--- src/rtl/pitch_frame_sequencer.sv ---
// Ping-pong frame controller: fills frame banks from the codec tick stream, hands
// completed banks to the shift datapath with a clamped shift, and tracks overruns.
`timescale 1ns/1ps
module pitch_frame_sequencer #(
    parameter int FRAME_LEN = 256,
    parameter int SHIFT_W   = 8,
    parameter int MAX_SHIFT = 12
) (
    input  logic                         clk,
    input  logic                         reset_n,
    input  logic                         enable,
    input  logic [SHIFT_W-1:0]           shift_amt,
    input  logic                         sample_tick,
    output logic                         buf_wr_en,
    output logic                         buf_wr_bank,
    output logic [$clog2(FRAME_LEN)-1:0] buf_wr_addr,
    output logic                         dp_start,
    output logic                         dp_bank,
    output logic [SHIFT_W-1:0]           dp_shift,
    input  logic                         dp_done,
    output logic                         rd_bank,
    output logic                         overrun,
    input  logic                         overrun_clr,
    output logic [15:0]                  frame_count,
    output logic [1:0]                   state
);
    localparam int AW = $clog2(FRAME_LEN);
    localparam logic signed [SHIFT_W-1:0] MAX_POS = SHIFT_W'(MAX_SHIFT);
    localparam logic signed [SHIFT_W-1:0] MAX_NEG = SHIFT_W'(-MAX_SHIFT);

    typedef enum logic [1:0] {IDLE = 2'd0, FILL = 2'd1, START = 2'd2, BUSY = 2'd3} state_t;

    state_t               state_q, state_d;
    logic                 wr_bank_q, wr_bank_d;
    logic [AW-1:0]        wr_addr_q, wr_addr_d;
    logic                 pend_q, pend_d;
    logic                 pend_bank_q, pend_bank_d;
    logic                 buf_wr_en_q, buf_wr_en_d;
    logic                 buf_wr_bank_q, buf_wr_bank_d;
    logic [AW-1:0]        buf_wr_addr_q, buf_wr_addr_d;
    logic                 dp_start_q, dp_start_d;
    logic                 dp_bank_q, dp_bank_d;
    logic [SHIFT_W-1:0]   dp_shift_q, dp_shift_d;
    logic                 rd_bank_q, rd_bank_d;
    logic                 overrun_q, overrun_d;
    logic [15:0]          frame_count_q, frame_count_d;

    logic                 tick_wr;
    logic                 frame_done;
    logic                 overrun_set;
    logic signed [SHIFT_W-1:0] shift_s;
    logic [SHIFT_W-1:0]   shift_clamped;

    assign tick_wr    = sample_tick && enable && (state_q != IDLE);
    assign frame_done = tick_wr && (wr_addr_q == AW'(FRAME_LEN - 1));
    assign shift_s    = shift_amt;

    always_comb begin
        shift_clamped = shift_amt;
        if (shift_s > MAX_POS)      shift_clamped = MAX_POS;
        else if (shift_s < MAX_NEG) shift_clamped = MAX_NEG;
    end

    always_comb begin
        state_d       = state_q;
        wr_bank_d     = wr_bank_q;
        wr_addr_d     = wr_addr_q;
        pend_d        = pend_q;
        pend_bank_d   = pend_bank_q;
        buf_wr_en_d   = 1'b0;
        buf_wr_bank_d = buf_wr_bank_q;
        buf_wr_addr_d = buf_wr_addr_q;
        dp_start_d    = 1'b0;
        dp_bank_d     = dp_bank_q;
        dp_shift_d    = dp_shift_q;
        rd_bank_d     = rd_bank_q;
        frame_count_d = frame_count_q;
        overrun_set   = 1'b0;

        if (tick_wr) begin
            buf_wr_en_d   = 1'b1;
            buf_wr_bank_d = wr_bank_q;
            buf_wr_addr_d = wr_addr_q;
            wr_addr_d     = wr_addr_q + AW'(1);
            if (frame_done) wr_bank_d = ~wr_bank_q;
        end

        case (state_q)
            IDLE: begin
                wr_bank_d = 1'b0;
                wr_addr_d = '0;
                pend_d    = 1'b0;
                if (enable) state_d = FILL;
            end
            FILL: begin
                if (!enable) begin
                    state_d = IDLE;
                end else if (frame_done) begin
                    pend_bank_d = wr_bank_q;
                    state_d     = START;
                end
            end
            START: begin
                if (!enable) begin
                    state_d = IDLE;
                end else begin
                    dp_start_d    = 1'b1;
                    dp_bank_d     = pend_bank_q;
                    dp_shift_d    = shift_clamped;
                    frame_count_d = frame_count_q + 16'd1;
                    state_d       = BUSY;
                    // A frame finishing during the launch cycle waits its turn.
                    if (frame_done) begin
                        pend_d      = 1'b1;
                        pend_bank_d = wr_bank_q;
                    end
                end
            end
            BUSY: begin
                if (frame_done) begin
                    if (pend_q) overrun_set = 1'b1;
                    pend_d      = 1'b1;
                    pend_bank_d = wr_bank_q;
                end
                if (dp_done) begin
                    rd_bank_d = dp_bank_q;
                    if (!enable) begin
                        pend_d  = 1'b0;
                        state_d = IDLE;
                    end else if (pend_q || frame_done) begin
                        pend_d  = 1'b0;
                        state_d = START;
                    end else begin
                        state_d = FILL;
                    end
                end
            end
            default: state_d = IDLE;
        endcase

        overrun_d = overrun_set ? 1'b1 : (overrun_clr ? 1'b0 : overrun_q);
    end

    always_ff @(posedge clk or negedge reset_n) begin
        if (!reset_n) begin
            state_q       <= IDLE;
            wr_bank_q     <= 1'b0;
            wr_addr_q     <= '0;
            pend_q        <= 1'b0;
            pend_bank_q   <= 1'b0;
            buf_wr_en_q   <= 1'b0;
            buf_wr_bank_q <= 1'b0;
            buf_wr_addr_q <= '0;
            dp_start_q    <= 1'b0;
            dp_bank_q     <= 1'b0;
            dp_shift_q    <= '0;
            rd_bank_q     <= 1'b0;
            overrun_q     <= 1'b0;
            frame_count_q <= 16'd0;
        end else begin
            state_q       <= state_d;
            wr_bank_q     <= wr_bank_d;
            wr_addr_q     <= wr_addr_d;
            pend_q        <= pend_d;
            pend_bank_q   <= pend_bank_d;
            buf_wr_en_q   <= buf_wr_en_d;
            buf_wr_bank_q <= buf_wr_bank_d;
            buf_wr_addr_q <= buf_wr_addr_d;
            dp_start_q    <= dp_start_d;
            dp_bank_q     <= dp_bank_d;
            dp_shift_q    <= dp_shift_d;
            rd_bank_q     <= rd_bank_d;
            overrun_q     <= overrun_d;
            frame_count_q <= frame_count_d;
        end
    end

    assign buf_wr_en   = buf_wr_en_q;
    assign buf_wr_bank = buf_wr_bank_q;
    assign buf_wr_addr = buf_wr_addr_q;
    assign dp_start    = dp_start_q;
    assign dp_bank     = dp_bank_q;
    assign dp_shift    = dp_shift_q;
    assign rd_bank     = rd_bank_q;
    assign overrun     = overrun_q;
    assign frame_count = frame_count_q;
    assign state       = state_q;
endmodule

--- config.mk ---
export PLATFORM = sky130hd
export DESIGN_NAME = pitch_frame_sequencer
export DESIGN_NICKNAME = d
export VERILOG_FILES = /design/src/rtl/pitch_frame_sequencer.sv
export SDC_FILE = /design/constraint.sdc
export NUM_CORES = 1
export LEC_CHECK = 0
export CORE_ASPECT_RATIO = 1.25
export CORE_MARGIN = 1
export CORE_UTILIZATION = 50
export CTS_CLUSTER_DIAMETER = 30
export DETAILED_ROUTE_END_ITERATION = 12
export PLACE_DENSITY = 0.84
export SETUP_SLACK_MARGIN = 0.4
export SYNTH_ARGS = -nofsm -noshare
export SYNTH_HDL_FRONTEND = slang
export SYNTH_SLANG_ARGS = --single-unit
--- constraint.sdc ---
create_clock -name clk -period 2.85 [get_ports clk]
set_input_delay 0.285 -clock clk [delete_from_list [all_inputs] [get_ports clk]]
set_output_delay 0.285 -clock clk [all_outputs]
set_load 0.005 [all_outputs]
Yosys cells after proc, flatten, opt, wreduce, memory -nomap -nowiden. Cells that the tools add are included.

Flip-flop bits (word level): 51. Bits of input ports: 14. Output and inout port bits: 40.

Mux-type cells: 32. Order comparisons: 2. Equal/unequal tests: 9. Reduce and logical (&&, ||, !) cells: 18. Add/sub/neg operators: 2. Bitwise gates (word level): 1.

Operators by type and width (count): 2-to-1 mux 8 bit (4); 2-to-1 mux 1 bit (18); adder 16 x 1 -> 16 bit, second input constant (1); 2-to-1 mux 2 bit (7); AND reduction 2 bit (5); nonzero test 2 bit (5); adder 8 x 1 -> 8 bit, second input constant (1); equality test 8 bit, second input constant (1); > comparator 8 x 5 -> 1 bit, second input constant (1); less-than comparator 8 x 5 -> 1 bit, second input constant (1); case mux 2 bit (4 select lines) (1); != test 2 bit, second input constant (3); equality test 2 bit, second input constant (2); logical AND 1 bit (3); != test 3 bit, second input constant (1); case mux 1 bit (3 select lines) (1); AND reduction 3 bit (1); nonzero test 3 bit (1); equality test 2 x 1 -> 1 bit, second input constant (1); zero test 2 bit (1); != test 2 x 1 -> 1 bit, second input constant (1); case mux 1 bit (2 select lines) (1); OR reduction 2 bit (1); logical OR 1 bit (1); NOT 1 bit (1).

Longest topological paths before layout. Gate-level depths: netlist (run 1).

Depth after elaboration: 8. Gate-level depth with buffers: 7. Depth with buffers taken out: 7.

Worst setup path after synthesis (run 1). No wires, ideal clock.

Path kind: register -> register. Start point: register state_q[0] (netlist: state[0]). End point: register pend_bank_q. Buffers on the path: 0. Stages on the path, launching flop included: 7. Clock period less this slack: 1.861 ns. Slack: 0.989 ns. Required time: 2.725 ns. Arrival: 1.737 ns. Cell sequence: dfrtp_1 > inv_1 > ha_1 > nand2b_1 > or3_2 > nor2_1 > mux2_2.

Longest elaborated chain between the ends: 6. Elaborated cells on any way between the ends: 13.

RTL lines: start: declaration (RTL line 33) `state_t state_q, state_d;`; start signal: assignment (RTL line 161) `state_q <= state_d;`; nonzero test 2 bit (RTL line 54) `assign tick_wr = sample_tick && enable && (state_q != IDLE);`; logical AND 1 bit (RTL line 54); logical AND 1 bit (RTL line 55) `assign frame_done = tick_wr && (wr_addr_q == AW'(FRAME_LEN - 1));`; 2-to-1 mux 1 bit (2 in a row); case mux 1 bit (2 select lines) (RTL line 88) `case (state_q)`; end signal: assignment (RTL line 165) `pend_bank_q <= pend_bank_d;`; end: declaration (RTL line 37) `logic pend_bank_q, pend_bank_d;`.

Parallel ways exist; a longest one is shown, timed or not. The select of a mux whose other input is x is not followed. A chain may end at the register's enable or synchronous reset.

Worst setup path after layout (run 1).
Start point: register state_q[0] (netlist: state[0]). End point: register frame_count_q[6] (netlist: frame_count[6]).

Longest elaborated chain between the ends: 2.

RTL lines: equality test 2 bit (RTL line 88); AND reduction 2 bit (no line); end signal: assignment (RTL line 174) `frame_count_q <= frame_count_d;`; end: declaration (RTL line 46) `logic [15:0] frame_count_q, frame_count_d;`.

No other way between the ends.

==> flow_summary.yaml, run 1 <==
pwr:
  ir_drop_v: 0.000513
  powerDensity_mw_per_mm2: 684
  finalPower_mw: 2.09
  power_leakage_nw: 1.38
status:
  status: "finished clean"
clock_network:
  cts_tree: "done"
  cts_made_buffers: 5
  holdBufCountCts: 0
  path_clk_slew_ns: 0.09
  cts_buffer_depth: 2
  postCtsSetupBuffers: 0
  clockRootBuffer: "clkbuf_8"
  clk_latency_ns: 0.31
  clock-sinks: 51
  htreeDepth: 2
drt:
  wirelength_um: 4480
  drc: 0
  via_per_inst: 5.30
  first_iter_violations: 78
  vias: 1765
  drt.antenna.violating_nets: 0
  routedWlPerCell_um: 13.5
  first_pass_iters: 4
run:
  cap_violations: 0
synth:
  avgSynthCellArea_um2: 10.8
  ys_seq_area_share_pct: 54.1
  yosys_warnings: 0
  ys_types: 38
  yosys_most_used_dff: "dfrtp_1"
  async_flop_share_pct: 100
  synth_cells: 218
  synth-edff-count: 0
  netlist_area_mm2: 0.00236
  synth_seq_cells: 51
  synth_nets: 241
placement:
  dpl.hpwl_um: 3140
  gp_congestion: 0.798
  port_buffers: 53
  place_area_mm2: 0.00294
timing:
  hold-worst-slack_ns: 0.181
  setup_viol: 0
  fmax_mhz: 457
  max_slew.worst_pin.slew_ns: 1.10
  min_period_over_period_pct: 76.7
  tns_ns: 0
  final_hold_viol_count: 0
  fin_skew_ns: 0.00966
  fin_crit_ns: 2.19
  slew_viol_final: 0
  slew_headroom_pct: 26.7
  rsz0062_at_grt: "false"
worst_setup_path:
  cp-start-kind: "flop"
  cp_max_fo: 12
  cp.arrival_ns: 2.42
  end_kind: "flop"
  worstSetupPathType: "flop to flop"
  required_ns: 3.08
die:
  start_util_pct: 52.9
  die_area_mm2: 0.00500
  placementRows: 27
  io_pins: 54
  die_w_um: 63.5
  core_area_mm2: 0.00446
  fp.dieH_um: 78.8
grt:
  grt_overflow: 0
  grt_usage_pct: 19.7
  first_global_vias: 1657
  antenna_found_initial: 0
  grt_pass1_wl_um: 7590
  grt_max_degree: 52
layout:
  finalInstanceArea_mm2: 0.00305
  syn_to_final_growth_pct: 29.4
  diodes: 0
  fin_nets: 297
  drive_gt1_share_pct: 9.45
  post-route-util_pct: 68.5
  fill_cells: 368
worst_hold_path:
  min_path_type: "input port to async pin"
==> final cells by class <==
type,count,area [um^2],area share (%)
inverters,10,37.5,1.23
flip-flops and latches,51,1280,41.8
well taps,58,72.6,2.38
repair buffers,53,526,17.2
clock buffers,5,68.8,2.25
clock inverters,3,46.3,1.52
multi-input cells,153,1030,33.6
==> cells by family (layout without fill, tap and decap cells) <==
logic type	after synthesis	count (layout)	synth area share, %
multiplexers	12	12	5.62
flip-flops	51	51	54.1
AO/OA/AOI/OAI	23	23	6.04
XOR/XNOR	23	23	8.53
adder cells (fa/ha/maj)	9	9	4.77
buffers and inverters	14	71	2.60
AND/OR/NAND/NOR	86	86	18.4
==> cells in the mapped netlist, types with 2 or more instances <==
| library cell | instances | share of area [%] |
|---|---|---|
| o22ai_1 | 2 | 0.53 |
| nor3_1 | 4 | 0.85 |
| xnor2_1 | 14 | 5.2 |
| or3_2 | 2 | 0.64 |
| ha_1 | 9 | 4.8 |
| a21oi_1 | 4 | 0.85 |
| nand2_1 | 28 | 4.5 |
| dfrtp_1 | 51 | 54 |
| nor2b_1 | 3 | 0.79 |
| nand3_1 | 9 | 1.9 |
| inv_1 | 9 | 1.4 |
| mux2i_1 | 2 | 0.85 |
| and4_1 | 3 | 1.1 |
| clkbuf_1 | 2 | 0.32 |
| nand4_2 | 2 | 1.1 |
| nand4_1 | 4 | 1.1 |
| nor2_1 | 17 | 2.7 |
| xor2_1 | 9 | 3.3 |
| mux2_2 | 10 | 4.8 |
| nor4_1 | 3 | 0.79 |
| nand2b_1 | 3 | 0.79 |
| and3_1 | 3 | 0.79 |
| o21ai_0 | 9 | 1.9 |
| or2_2 | 2 | 0.53 |
==> path summary, 6_finish.rpt <==
path,start,end,slack [ns],depth (start not counted)
worst max-delay path,state[0],frame_count[6],0.66,7
min in group clk,buf_wr_bank,buf_wr_bank,0.48,2
worst max register to register,state[0],frame_count[6],0.66,7
max in group asynchronous,reset_n,wr_addr_q[2],2.00,1
worst min-delay path,reset_n,wr_addr_q[5],0.18,1
worst min register to register,buf_wr_bank,buf_wr_bank,0.48,2
==> state kept, by name (all words and copies together) (netlist names), 2 cells and up <==
register and count:
buf_wr_addr 8, wr_addr_q 8, state 2, dp_shift 8, frame_count 16
==> through the flow <==
step                      setup WS [ns]  cells
after global placement            0.607    325
after detailed placement          0.493    325
after CTS                         0.571    333
after floorplan                   0.989    218
after global routing              0.513    333
final                             0.664    333
==> critical path: stages, from the launching register on <==
cell and delay (ns):
dfrtp_1 0.44, inv_1 0.11, ha_1 0.29, nand2_1 0.35
clkinv_1 0.36, and3_1 0.32, nand4_1 0.11, xnor2_1 0.13
==> layout by cell type, fill, tap and decap left out, types with 3 or more instances in the layout <==
| cell | count |
|---|---|
| clkbuf_8 | 5 |
| xor2_1 | 9 |
| ha_1 | 9 |
| nor3_1 | 4 |
| xnor2_1 | 14 |
| a21oi_1 | 4 |
| and3_1 | 3 |
| o21ai_0 | 9 |
| dfrtp_1 | 51 |
| nand2_1 | 28 |
| nor4_1 | 3 |
| mux2_2 | 10 |
| nor2_1 | 17 |
| nand4_1 | 4 |
| nand2b_1 | 3 |
| clkdlybuf4s50_1 | 52 |
| and4_1 | 3 |
| inv_1 | 9 |
| nor2b_1 | 3 |
| nand3_1 | 9 |
==> power by group <==
group / total (mW) / switching (mW) / internal, mW
Combinational: 0.656 / 0.294 / 0.362
Sequential: 0.929 / 0.0907 / 0.838
Clock: 0.506 / 0.241 / 0.264
==> per-layer routing <==
layer / part of all wire [%] / up-vias / wire length, um / global-route usage (%)
li1: - / 858 / - / -
met1: 43 / 850 / 1940 / 25.3
met2: 51 / 51 / 2280 / 31.7
met3: 4.3 / 6 / 191 / 4.45
met4: 1.6 / 0 / 70 / 8.64
met5: 0 / - / 0 / 0
==> timing repair <==
item,CTS,global route
setup endpoints to repair,0,2
endpoints found under the hold margin,0,0
gates resized for setup,0,1
(Power assumes the default switching activity.)
==> run 2: changes to the inputs <==
==> constraint.sdc (replaced) <==
create_clock -name clk -period 2.15 [get_ports clk]
set_input_delay 0.215 -clock clk [delete_from_list [all_inputs] [get_ports clk]]
set_output_delay 0.215 -clock clk [all_outputs]
set_load 0.005 [all_outputs]
==> flow_summary.yaml, run 2 (synthesis results as in run 1) <==
status:
  status: "finished clean"
worst_setup_path:
  cp.arrival_ns: 1.96
  r2r-start: "wr_addr_q[0]"
  slowest_stage: "or4_4"
  end_kind: "flop"
  cp-start-kind: "flop"
  crit_cells: 5
  crit_family: "simple AND/OR/NAND/NOR gates"
  path_cells: "ha_2, nand4_4, or4_4, a211o_1, mux2i_1"
  r2r-end: "state[1]"
  reg2reg_depth: 5
  crit_buf_inv: 0
  crit_path_max_incr_delay_ns: 0.53
  worstSetupPathType: "flop to flop"
  cp_max_fo: 5
  required_ns: 2.38
  reg2reg_setup_slack_ns: 0.42
clock_network:
  cts_buffer_depth: 2
  clockRootBuffer: "clkbuf_8"
  path_clk_slew_ns: 0.09
  clk_latency_ns: 0.30
  htreeDepth: 2
  clock-sinks: 51
  cts_made_buffers: 5
  cts_tree: "done"
layout:
  drive_gt1_share_pct: 18.3
  fin_nets: 313
  syn_to_final_growth_pct: 38.6
  diodes: 0
  largest_reg_flops: 16
  mostFrequentLayoutCells: "52 x clkdlybuf4s50_1, 50 x dfrtp_1, 28 x nand2_1"
  fill_cells: 321
  fin_cells: 348
  final_common_cell: "clkdlybuf4s50_1"
placement:
  dpl.hpwl_um: 3270
  dp_cells: 329
  post-place-ws_ns: 0.155
  gp_congestion: 0.807
  port_buffers: 53
pwr:
  power.switching_uw: 894
  swShare_pct: 29.3
  pwr-share-seq_pct: 40.0
  combPwrFrac_pct: 38.9
  p_int_mw: 2.16
  finalPower_mw: 3.05
  powerDensity_mw_per_mm2: 932
  ir_drop_v: 0.000629
  p_clk_share_pct: 21.1
  power_leakage_nw: 1.46
drt:
  first_iter_violations: 53
  first_pass_iters: 6
  drc: 0
  routedWlPerCell_um: 14.0
  vias: 1834
  wirelength_um: 4870
  drt.antenna.violating_nets: 0
  via_per_inst: 5.27
grt:
  grt_usage_pct: 20.1
  grt_pass1_wl_um: 7800
  antenna_found_initial: 0
  first_global_vias: 1695
  grt_max_degree: 29
  grt_overflow: 0
die:
  io_pins: 54
  fp.dieH_um: 78.8
  die_area_mm2: 0.00500
  core_area_mm2: 0.00446
  start_util_pct: 52.9
  placementRows: 27
  die_w_um: 63.5
timing:
  max_slew.worst_pin.slew_ns: 0.560
  min_period_over_period_pct: 80.5
  fmax_mhz: 578
  fin_skew_ns: 0.00671
  rsz0062_at_grt: "true"
  slew_viol_final: 0
  fin_ws_ns: 0.420
  slew_headroom_pct: 62.7
  final_hold_viol_count: 0
  fin_crit_ns: 1.73
  setup_viol: 0
  hold-worst-slack_ns: 0.424
  tns_ns: 0
worst_hold_path:
  min_path_type: "input port to async pin"
run:
  cap_violations: 0
## run 2: cell count changes in the layout (fill, tap and decap cells not counted), sizes merged
cell / delta
dlygate4sd3: +1
clkbuf: +1
clkinvlp: -1
buf: +15
inv: -1
## run 2: worst register-to-register path, delay by kind of cell, from the launching register on
| kind | cells | cell delay, ns |
|---|---|---|
| muxes | 1 | 0.14 |
| adders and majority gates | 1 | 0.22 |
| AOI/OAI and AO/OA | 1 | 0.30 |
| DFF | 1 | 0.36 |
| and+or+nand+nor | 2 | 0.64 |
## run 2: worst max path at each step
| stage | slack, ns | to | start |
|---|---|---|---|
| final | 0.42 | state[1] | wr_addr_q[0] |
| after detailed placement | 0.15 | state[1] | enable |
| after floorplan | 0.49 | pend_bank_q | state[0] |
| after global routing | 0.34 | state[1] | wr_addr_q[1] |
| after CTS | 0.40 | state[1] | wr_addr_q[0] |
| after global placement | 0.20 | state[1] | enable |
## run 2: routing by layer
| layer | vias up | wire length [um] | GRT usage (%) |
|---|---|---|---|
| li1 | 882 | - | - |
| met4 | 0 | 78 | 7.50 |
| met2 | 46 | 2510 | 33.8 |
| met3 | 9 | 176 | 4.45 |
| met1 | 897 | 2110 | 25.3 |
| met5 | - | 0 | 0 |
## run 2: final cells by class
class / count / area [um^2] / share of cell area (%)
clock inverters: 1 / 30.0 / 0.917
multi-input cells: 153 / 1120 / 34.3
flip-flops and latches: 51 / 1280 / 39.0
clock buffers: 6 / 72.6 / 2.22
repair buffers: 69 / 661 / 20.2
well taps: 58 / 72.6 / 2.22
inverters: 10 / 37.5 / 1.15
## run 2: through the flow
stage / util (%) / area, um^2
2_1_floorplan: - / 2380
3_3_place_gp: 67.3 / 3000
3_5_place_dp: 67.3 / 3000
4_1_cts: 70.7 / 3150
5_1_grt: 73.4 / 3270
6_report: 73.4 / 3270
## run 2: repair_timing
action / in CTS / in global routing
gates resized for setup: 3 / 13
hold buffers: 1 / 0
endpoints found under the hold margin: 23 / 0
endpoints found under the setup margin: 13 / 17
buffers inserted: 4 / 7
pin swaps: 0 / 4
## run 2: power by group through the flow
stage          logic, mW  registers, mW  clock network (mW)
2_1_floorplan      0.462           1.25                   0
3_3_place_gp       0.895           1.25                   0
3_5_place_dp       0.918           1.25                   0
4_1_cts            0.999           1.22               0.651
5_1_grt             1.28           1.24               0.689
6_report            1.19           1.22               0.645
==> run 3: changes to the inputs <==
--- a/config.mk
+++ b/config.mk
@@ -7,10 +7,10 @@
 export LEC_CHECK = 0
 export CORE_ASPECT_RATIO = 1.25
 export CORE_MARGIN = 1
-export CORE_UTILIZATION = 50
+export CORE_UTILIZATION = 45
 export CTS_CLUSTER_DIAMETER = 30
 export DETAILED_ROUTE_END_ITERATION = 12
-export PLACE_DENSITY = 0.84
+export PLACE_DENSITY = 0.8
 export SETUP_SLACK_MARGIN = 0.4
 export SYNTH_ARGS = -nofsm -noshare
 export SYNTH_HDL_FRONTEND = slang
==> constraint.sdc (replaced) <==
create_clock -name clk -period 1.4 [get_ports clk]
set_input_delay 0.14 -clock clk [delete_from_list [all_inputs] [get_ports clk]]
set_output_delay 0.14 -clock clk [all_outputs]
set_load 0.005 [all_outputs]
==> flow_summary.yaml, run 3 (synthesis results as in run 1) <==
status:
  status: "finished with violations"
  violations: "negative setup slack"
drt:
  first_pass_iters: 4
  drc: 0
  via_per_inst: 5.52
  first_iter_violations: 158
  drt.antenna.violating_nets: 0
  routedWlPerCell_um: 19.7
  wirelength_um: 8470
  vias: 2372
timing:
  min_period_over_period_pct: 128
  max_slew.worst_pin.slew_ns: 0.352
  fin_crit_ns: 1.80
  tns_ns: -3.18
  rsz0062_at_grt: "true"
  fin_ws_ns: -0.398
  hold-worst-slack_ns: 0.323
  setup_viol: 35
  fin_skew_ns: 0.0150
  slew_headroom_pct: 76.4
  final_hold_viol_count: 0
  slew_viol_final: 0
  fmax_mhz: 556
layout:
  final_common_cell: "buf_4"
  largest_reg_flops: 16
  register_area_mm2: 0.00128
  syn_to_final_growth_pct: 72.0
  drive_gt1_share_pct: 54.9
  fill_cells: 275
  post-route-util_pct: 80.0
  mostFrequentLayoutCells: "64 x buf_4, 49 x dfrtp_1, 35 x buf_6"
  multi_input_area_mm2: 0.00135
  fin_nets: 391
  diodes: 0
pwr:
  finalPower_mw: 5.54
  powerDensity_mw_per_mm2: 1360
  ir_drop_v: 0.00125
  power_leakage_nw: 2.04
die:
  core_area_mm2: 0.00508
  placementRows: 29
  die_w_um: 66.8
  fp.dieH_um: 83.0
  die_area_mm2: 0.00554
  start_util_pct: 46.5
  io_pins: 54
worst_hold_path:
  min_path_type: "input port to async pin"
grt:
  grt_usage_pct: 27.2
  grt_max_degree: 52
  antenna_found_initial: 0
  first_global_vias: 2285
  grt_overflow: 0
  grt_pass1_wl_um: 11200
placement:
  gp_congestion: 0.813
  post-place-ws_ns: -0.411
  port_buffers: 53
  dpl.hpwl_um: 3890
clock_network:
  htreeDepth: 2
  cts_tree: "done"
  path_clk_slew_ns: 0.10
  clk_latency_ns: 0.33
  cts_made_buffers: 5
  clock-sinks: 51
  cts_buffer_depth: 2
  clockRootBuffer: "clkbuf_8"
worst_setup_path:
  cp-start-kind: "input port"
  worstSetupPathType: "input port to flop"
  cp_max_fo: 10
  r2r-start: "state[1]"
  cp.arrival_ns: 2.02
  r2r-end: "pend_bank_q"
  required_ns: 1.62
  reg2reg_setup_slack_ns: -0.34
  end_kind: "flop"
  reg2reg_depth: 6
  startpoint: "enable"
run:
  cap_violations: 0
## run 3: metal layers
layer	routed length, um	GRT usage, %	part of all wire [%]
met1	2990	31.8	35
met2	4470	47.8	53
met3	432	4.53	5.1
met4	573	11.4	6.8
met5	0	0	0
## run 3: worst max path at each step
stage,to,depth (start not counted)
2_1_floorplan,pend_bank_q,6
3_3_place_gp,state[1],5
3_5_place_dp,state[1],5
4_1_cts,state[1],5
5_1_grt,wr_addr_q[5],7
6_report,wr_addr_q[5],7
## run 3: repair_timing
item	4_1_cts	5_1_grt
pin swaps	12	19
resized for setup	211	35
gates cloned	1	0
endpoints found under the hold margin	51	0
setup endpoints to repair	91	69
setup buffers	32	10
hold buffers	1	0
## run 3: where the power goes
| part | internal (mW) | total (mW) | switching (mW) |
|---|---|---|---|
| Sequential | 1.71 | 1.90 | 0.187 |
| Clock | 0.525 | 1.04 | 0.519 |
| Combinational | 1.46 | 2.60 | 1.14 |
## run 3: per-stage QoR
stage          area (um^2)  std cells
6_report              4060        430
5_1_grt               4060        430
4_1_cts               3850        420
3_5_place_dp          3430        379
3_3_place_gp          3430        379
2_1_floorplan         2470        218
## run 3: critical path: stages
cell and delay, ns:
clkdlybuf4s50_1 0.54, buf_4 0.21, nand2_1 0.15, buf_4 0.19, or3_1 0.41, xor2_1 0.18, nor2_1 0.19
## run 3: layout make-up
type | instances | area share (%)
clock buffers | 6 | 1.79
repair buffers | 146 | 29.7
inverters | 10 | 1.17
well taps | 62 | 1.91
flip-flops and latches | 51 | 31.5
multi-input cells | 154 | 33.2
clock inverters | 1 | 0.739
